`src/rtl/dpram_stream_reader_pkg.sv`:
```
// Shared definitions for the DPRAM stream reader: FSM encoding and the
// supported RAM read latency.
package dpram_stream_reader_pkg;

  typedef enum logic [1:0] {
    ST_IDLE = 2'd0,
    ST_RUN  = 2'd1,
    ST_DONE = 2'd2
  } state_e;

  localparam int SUPPORTED_LATENCY = 1;

endpackage

```
`src/rtl/dpram_stream_reader_fifo2.sv`:
```
// Two-entry registered FIFO with a valid/ready read side. The head register
// drives the output directly, so valid_o/data_o never depend on ready_i.
module stream_skid_fifo2 #(
  parameter int WIDTH = 32
) (
  input  logic             clk_i,
  input  logic             rst_i,
  input  logic             wr_en_i,
  input  logic [WIDTH-1:0] wr_data_i,
  output logic             valid_o,
  output logic [WIDTH-1:0] data_o,
  input  logic             ready_i,
  output logic [1:0]       count_o
);

  logic [WIDTH-1:0] head_q, head_d;
  logic [WIDTH-1:0] tail_q, tail_d;
  logic [1:0]       count_q, count_d;
  logic             pop;

  assign pop = (count_q != 2'd0) && ready_i;

  // A write into a full FIFO without a pop is dropped; the writer must track credits.
  always_comb begin
    head_d  = head_q;
    tail_d  = tail_q;
    count_d = count_q;
    case (count_q)
      2'd0: begin
        if (wr_en_i) begin
          head_d  = wr_data_i;
          count_d = 2'd1;
        end
      end
      2'd1: begin
        if (wr_en_i && pop) begin
          head_d = wr_data_i;
        end else if (wr_en_i) begin
          tail_d  = wr_data_i;
          count_d = 2'd2;
        end else if (pop) begin
          count_d = 2'd0;
        end
      end
      2'd2: begin
        if (pop) begin
          head_d = tail_q;
          if (wr_en_i) begin
            tail_d = wr_data_i;
          end else begin
            count_d = 2'd1;
          end
        end
      end
      default: begin
        count_d = 2'd0;
      end
    endcase
  end

  always_ff @(posedge clk_i or posedge rst_i) begin
    if (rst_i) begin
      head_q  <= '0;
      tail_q  <= '0;
      count_q <= 2'd0;
    end else begin
      head_q  <= head_d;
      tail_q  <= tail_d;
      count_q <= count_d;
    end
  end

  assign valid_o = (count_q != 2'd0);
  assign data_o  = head_q;
  assign count_o = count_q;

endmodule

```
`src/rtl/dpram_stream_reader.sv`:
```
// Read engine for a simple dual-port RAM: streams len words starting at base
// out of a 1-cycle registered read port onto a valid/ready interface.
module dpram_stream_reader
  import dpram_stream_reader_pkg::*;
#(
  parameter int WIDTHAD = 10,
  parameter int WIDTH   = 32,
  parameter int LATENCY = 1
) (
  input  logic               clock_in,
  input  logic               reset_in,
  input  logic               start_in,
  input  logic [WIDTHAD-1:0] base_in,
  input  logic [WIDTHAD:0]   len_in,
  output logic               busy_out,
  output logic               done_out,
  output logic               rd_en_out,
  output logic [WIDTHAD-1:0] rd_addr_out,
  input  logic [WIDTH-1:0]   rd_data_in,
  output logic [WIDTH-1:0]   data_out,
  output logic               valid_out,
  input  logic               ready_in
);

  generate
    if (LATENCY != SUPPORTED_LATENCY) begin : g_latency_check
      $error("dpram_stream_reader: only LATENCY=1 is supported");
    end
  endgenerate

  state_e             state_q, state_d;
  logic [WIDTHAD-1:0] base_q, base_d;
  logic [WIDTHAD:0]   len_q, len_d;
  logic [WIDTHAD:0]   issued_q, issued_d;
  logic [WIDTHAD:0]   delivered_q, delivered_d;
  logic               inflight_q, inflight_d;

  logic               rd_en;
  logic               fifo_valid;
  logic [1:0]         fifo_count;
  logic               transfer;
  logic [1:0]         occ_after;
  logic               credit_ok;

  assign transfer  = fifo_valid & ready_in;
  // A word leaving the buffer this cycle frees its slot for the read issued now.
  assign occ_after = fifo_count - {1'b0, transfer};
  assign credit_ok = (({1'b0, inflight_q} + occ_after) < 2'd2);

  always_comb begin
    state_d     = state_q;
    base_d      = base_q;
    len_d       = len_q;
    issued_d    = issued_q;
    delivered_d = delivered_q;
    rd_en       = 1'b0;
    case (state_q)
      ST_IDLE: begin
        if (start_in) begin
          base_d      = base_in;
          len_d       = len_in;
          issued_d    = '0;
          delivered_d = '0;
          state_d     = (len_in == '0) ? ST_DONE : ST_RUN;
        end
      end
      ST_RUN: begin
        rd_en = (issued_q < len_q) && credit_ok;
        if (rd_en) begin
          issued_d = issued_q + 1'b1;
        end
        if (transfer) begin
          delivered_d = delivered_q + 1'b1;
          if (delivered_d == len_q) begin
            state_d = ST_DONE;
          end
        end
      end
      ST_DONE: begin
        state_d = ST_IDLE;
      end
      default: begin
        state_d = ST_IDLE;
      end
    endcase
  end

  assign inflight_d = rd_en;

  always_ff @(posedge clock_in or posedge reset_in) begin
    if (reset_in) begin
      state_q     <= ST_IDLE;
      base_q      <= '0;
      len_q       <= '0;
      issued_q    <= '0;
      delivered_q <= '0;
      inflight_q  <= 1'b0;
    end else begin
      state_q     <= state_d;
      base_q      <= base_d;
      len_q       <= len_d;
      issued_q    <= issued_d;
      delivered_q <= delivered_d;
      inflight_q  <= inflight_d;
    end
  end

  stream_skid_fifo2 #(
    .WIDTH(WIDTH)
  ) u_fifo (
    .clk_i    (clock_in),
    .rst_i    (reset_in),
    .wr_en_i  (inflight_q),
    .wr_data_i(rd_data_in),
    .valid_o  (fifo_valid),
    .data_o   (data_out),
    .ready_i  (ready_in),
    .count_o  (fifo_count)
  );

  assign busy_out    = (state_q != ST_IDLE);
  assign done_out    = (state_q == ST_DONE);
  assign rd_en_out   = rd_en;
  assign rd_addr_out = base_q + issued_q[WIDTHAD-1:0];
  assign valid_out   = fifo_valid;

endmodule
```
`config.mk`:
```
export PLATFORM = sky130hd
export DESIGN_NAME = dpram_stream_reader
export DESIGN_NICKNAME = d
export VERILOG_FILES = /design/src/rtl/dpram_stream_reader_pkg.sv /design/src/rtl/dpram_stream_reader_fifo2.sv /design/src/rtl/dpram_stream_reader.sv
export SDC_FILE = /design/constraint.sdc
export NUM_CORES = 1
export LEC_CHECK = 0
export ABC_AREA = 0
export BUFFER_PORTS_ARGS = -buffer_cell sky130_fd_sc_hd__clkbuf_2
export CORE_ASPECT_RATIO = 0.7
export CORE_UTILIZATION = 40
export CTS_CLUSTER_DIAMETER = 40
export DETAILED_ROUTE_END_ITERATION = 12
export SKIP_CTS_REPAIR_TIMING = 1
export SYNTH_ARGS = -nofsm -noshare
export SYNTH_HDL_FRONTEND = slang
export SYNTH_SLANG_ARGS = --single-unit
```
`constraint.sdc`:
```
create_clock -name clock_in -period 8.6 [get_ports clock_in]
set_input_delay 1.72 -clock clock_in [delete_from_list [all_inputs] [get_ports clock_in]]
set_output_delay 1.72 -clock clock_in [all_outputs]
set_load 0.1 [all_outputs]
```
# [Word level (Yosys, flattened, before mapping)]
# Cells that the tools add are included.
[op_classes] add_sub_neg=5 order_cmp=2 n_eq_ne=15 muxes=26 bitwise=1 reduce_logical=18
[op_table] operator="2-to-1 mux 32 bit" count=6
[op_table] operator="one-hot mux 32 bit (3 select lines)" count=1
[op_table] operator="one-hot mux 32 bit (2 select lines)" count=1
[op_table] operator="one-hot mux 11 bit (2 select lines)" count=2
[op_table] operator="2-to-1 mux 11 bit" count=3
[op_table] operator="adder 11 x 1 -> 11 bit (second input constant)" count=2
[op_table] operator="2-to-1 mux 2 bit" count=10
[op_table] operator="inequality test 2 bit (second input constant)" count=7
[op_table] operator="AND reduction 3 bit" count=4
[op_table] operator="== test 11 bit" count=1
[op_table] operator="zero test 11 bit" count=1
[op_table] operator="less-than comparator 11 bit" count=1
[op_table] operator="adder 10 bit" count=1
[op_table] operator="nonzero test 2 bit" count=4
[op_table] operator="one-hot mux 2 bit (3 select lines)" count=1
[op_table] operator="AND reduction 5 bit" count=1
[op_table] operator="== test 2 x 1 -> 1 bit (second input constant)" count=2
[op_table] operator="== test 2 bit (second input constant)" count=2
[op_table] operator="zero test 2 bit" count=2
[op_table] operator="inequality test 2 x 1 -> 1 bit (second input constant)" count=2
[op_table] operator="one-hot mux 2 bit (2 select lines)" count=1
[op_table] operator="AND reduction 4 bit" count=1
[op_table] operator="logical AND 1 bit" count=3
[op_table] operator="inequality test 3 x 2 -> 1 bit (second input constant)" count=1
[op_table] operator="7 further kinds" count=7
[word_totals] register_bits=112 input_bits=57 elab_cells=76

# [Longest topological paths before layout]
[logic_depth] ltp_word=8 ltp_mapped=14

# [Cells and area by module]
# From an unflattened synthesis, not the netlist that was laid out.
[hier_totals] cells_unflattened=538 hier_area_um2=6274.8
[modules_own_cells] mod="stream_skid_fifo2" instances=1 cells_per_inst=187 area_per_inst_um2=3191.8 seq_area_each_um2=1651.6
[modules_own_cells] mod="dpram_stream_reader" instances=1 cells_per_inst=351 area_per_inst_um2=3083.0 seq_area_each_um2=1151.1

# [Least setup slack after synthesis]
# No wires, ideal clock.
[synth_path] kind="in2out" from="in ready_in" to="out rd_en_out" arrival_ps=3491 path_slack_ps=3389 cell_stages=9 n_path_buf=1 cell_sequence="nand2_1 inv_1 ha_1 nor2b_1 xnor2_1 o211ai_1 a21o_1 buf_6 inv_1"
[synth_via] elab_chain_cells=6
[synth_rtl] element="start, declared" line_no="dpram_stream_reader.sv:22" text="input logic ready_in"
[synth_rtl] element="bitwise AND 1 bit" line_no="dpram_stream_reader.sv:45" text="assign transfer = fifo_valid & ready_in;"
[synth_rtl] element="subtractor 2 x 1 -> 2 bit" line_no="dpram_stream_reader.sv:47" text="assign occ_after = fifo_count - {1'b0, transfer};"
[synth_rtl] element="adder 1 x 2 -> 2 bit" line_no="dpram_stream_reader.sv:48" text="assign credit_ok = (({1'b0, inflight_q} + occ_after) < 2'd2);"
[synth_rtl] element="less-than comparator 2 bit" line_no="dpram_stream_reader.sv:48"
[synth_rtl] element="logical AND 1 bit" line_no="dpram_stream_reader.sv:68" text="rd_en = (issued_q < len_q) && credit_ok;"
[synth_rtl] element="2-to-1 mux 1 bit" line_no="dpram_stream_reader.sv:57" text="case (state_q)"
[synth_rtl] element="end, declared" line_no="dpram_stream_reader.sv:17" text="output logic rd_en_out,"
# Every way passes these cells.

# [Worst setup path after layout]
# Ends and elaborated chain as after synthesis.

==> impl_metrics.csv <==
group,metric,value,unit
run_status,status,"completed",
cells_and_area,final_nets,753,
detailed_routing,avgViaCountPerCell,5.18,
clock_network,cts_num_sinks,112,
clock_network,clock_tree_from_tritoncts,"yes",
critical_path,crit_start,"ready_in",
sta,worst-slew-pin-transition,935,ps
cells_and_area,final_cell_count_no_fill,863,
critical_path,worstSetupStartpointType,"primary input",
floorplan,die_width,146,um
synthesis,netlist_instances,576,
cells_and_area,antenna-diode-count,0,
global_route,wire_length_of_the_first_global_routing_pass,22.2,mm
cells_and_area,post_route_cells_drive_above_1_share,23.9,%
sta,slew-limit-headroom,37.7,%
sta,skew,8.83,ps
cells_and_area,final_util,48.5,%
synthesis,async_flop_share,100,%
detailed_routing,drt-initial-drc-count,242,
sta,period_share,64.6,%
clock_network,total_clock_buffers_created_by_cts,9,
synthesis,yosys.area_share.adder,6.17,%
detailed_routing,wl,13.3,mm
global_route,grt_use_total,18.8,%
floorplan,initial_utilization,41.4,%
global_route,grt_util_met3,4.82,%
detailed_routing,drt_first_pass_iters,4,
sta,fin_setup_tns,0,ps
clock_network,cts_buffer_depth,2,
synthesis,avgSynthCellArea,10.1,um2
synthesis,synth.most_common_cell,"dfrtp_1",
placed_design,numPlacedInstances,847,
sta,rsz0062_at_grt,"no",
detailed_routing,routed_wire_length_per_instance,15.4,um
clock_network,cts.htree.levels,3,
synthesis,post-synth-top-area-fraction,48.4,%
synthesis,number_of_synthesis_warnings,0,
critical_path,cp.required,6880,ps
global_route,top_usage_layer,"met2",
critical_path,cp_max_fo,22,
critical_path,endpoint,"rd_en_out",
clock_network,clkLatencyLatePin,350,ps
global_route,grt_start_max_net_pins,75,
placed_design,final_weighted_congestion_in_routability_driven_placement,0.835,
synthesis,count_of_cell_types_in_the_netlist,45,
floorplan,fp.dieArea,15000,um2
clock_network,clkSlewWorstSetupHoldPaths,70,ps
clock_network,cts-root-buf,"clkbuf_16",
synthesis,post-synth-top-area-cell,"dfrtp_1",
critical_path,critical_path_class,"primary input to primary output",
synthesis,netlist_area,5800,um2
global_route,grt.met2_usage,29.4,%
detailed_routing,number_of_remaining_drc_errors,0,
floorplan,std_cell_rows,36,
synthesis,postSynthRegisterBits,112,
placed_design,numPortBuffers,102,
min_path,hold_path_class,"register to register",
synthesis,post_synth_mux_area_share,12.1,%
flow_run,cap_viol_max_count,0,
sta,achievable-frequency,180,MHz
global_route,vias_in_the_first_global_route,4489,
synthesis,synthesized_area_fraction_occupied_by_ao_oa_aoi_and_oai_cells,12.9,%
critical_path,worst_setup_path_end_kind,"primary output",
critical_path,worst_ep_arrival_time,3830,ps
critical_path,regToRegEndpoint,"issued_q[8]",
detailed_routing,detail-route-antenna-nets,0,
synthesis,synthFlopType,"dfrtp_1",
global_route,initial_antenna_violation_count,0,
floorplan,fp.dieH,103,um
cells_and_area,areaGrowthSynthToFinish,17.2,%
floorplan,design.core.area,14000,um2
sta,setup_viol,0,
synthesis,ys_top_cells_by_area,"dfrtp_1 (48%), mux2i_1 (5.9%), ha_1 (5.8%)",
synthesis,synth_xor_xnor_area_share,4.23,%
global_route,remaining_overflow_grt,0,
floorplan,io_pins,103,
synthesis,synth_sequential_area_ratio,48.4,%
detailed_routing,total_vias_in_the_final_route,4469,
sta,final-hold-violation-count,0,
sta,finalMaxSlewViolations,0,
global_route,met1_usage,25.8,%
synthesis,synth-edff-count,0,
synthesis,yosys.area_share.simple,12.7,%
critical_path,timing.rr.start,"u_fifo.count_o[1]",
critical_path,timing.reg2reg.setup_slack,5550,ps
placed_design,hpwlAfterDp,9.53,mm
synthesis,yosys-top-cells-count,"dfrtp_1 (112), nand2_1 (64), a21oi_1 (54)",
sta,post-route-min-period,5550,ps
sta,holdWs,491,ps
critical_path,reg2regPathDepth,12,
synthesis,synth_top_family_by_area,"compound AO/OA/AOI/OAI gates",
synthesis,synthesis.nets,661,
-- cells in the final DEF (no fill, tap or decap), types with 10 or more instances in the layout --
cell type,count
mux2i_1,34
a21oi_1,53
inv_1,23
o21ai_0,38
nand2_1,64
nor2_1,50
nand3_1,10
clkbuf_2,102
ha_1,26
o31ai_1,11
mux2_2,30
xor2_1,13
dfrtp_1,112
xnor2_1,15
-- worst max-delay path: stages --
cell	delay, ps
clkbuf_2	110
nand2_1	100
inv_1	200
ha_1	270
nor2b_1	130
xnor2_1	130
o211ai_1	110
a21o_1	370
inv_1	190
clkbuf_2	480
-- per-layer routing --
layer | vias up | share of wire, %
met5 | - | 0
met4 | 0 | 1.3
li1 | 2197 | -
met1 | 2142 | 48
met2 | 116 | 45
met3 | 14 | 5.4
-- state kept, by name (all words and copies together) (netlist names) --
signal          flops
u_fifo.count_o      2
u_fifo.data_o      32
issued_q           11
base_q             10
delivered_q        11
u_fifo.tail_q      32
len_q              11
inflight_q          1
state_q             2
-- stage by stage --
step	setup WS (ps)	instance area (um2)
finish	3050	6790
global route	2880	6790
CTS	3050	6790
detailed placement	3070	6500
global placement	3120	6500
floorplan	3390	5800
-- area by class of cell --
class	instances	area [um2]
Timing Repair Buffer	108	556
Multi-Input combinational cell	413	2810
Fill cell	1324	7210
Clock inverter	7	72.6
Tap cell	190	238
Sequential cell	112	2800
Clock buffer	9	225
Inverter	24	92.6
-- cell families after synthesis --
logic type               count (synthesis)
AND/OR/NAND/NOR                        163
adder cells (fa/ha/maj)                 28
multiplexers                            66
AO/OA/AOI/OAI                          128
buffers and inverters                   51
flip-flops                             112
XOR/XNOR                                28
-- how the worst min path moves through the flow --
stage                            startpoint                end  slack, ps  depth (start not counted)
after floorplan                   base_q[0]          base_q[0]        450                          2
after global placement    u_fifo.tail_q[26]  u_fifo.tail_q[26]        470                          1
after detailed placement          base_q[2]          base_q[2]        470                          2
after CTS                         base_q[4]          base_q[4]        490                          2
after global routing              base_q[3]          base_q[3]        520                          2
final                             base_q[2]          base_q[2]        490                          2
Power is left out: the tool's default activity adds up to more than one toggle a clock period on the data nets, which glitch-free logic cannot reach.
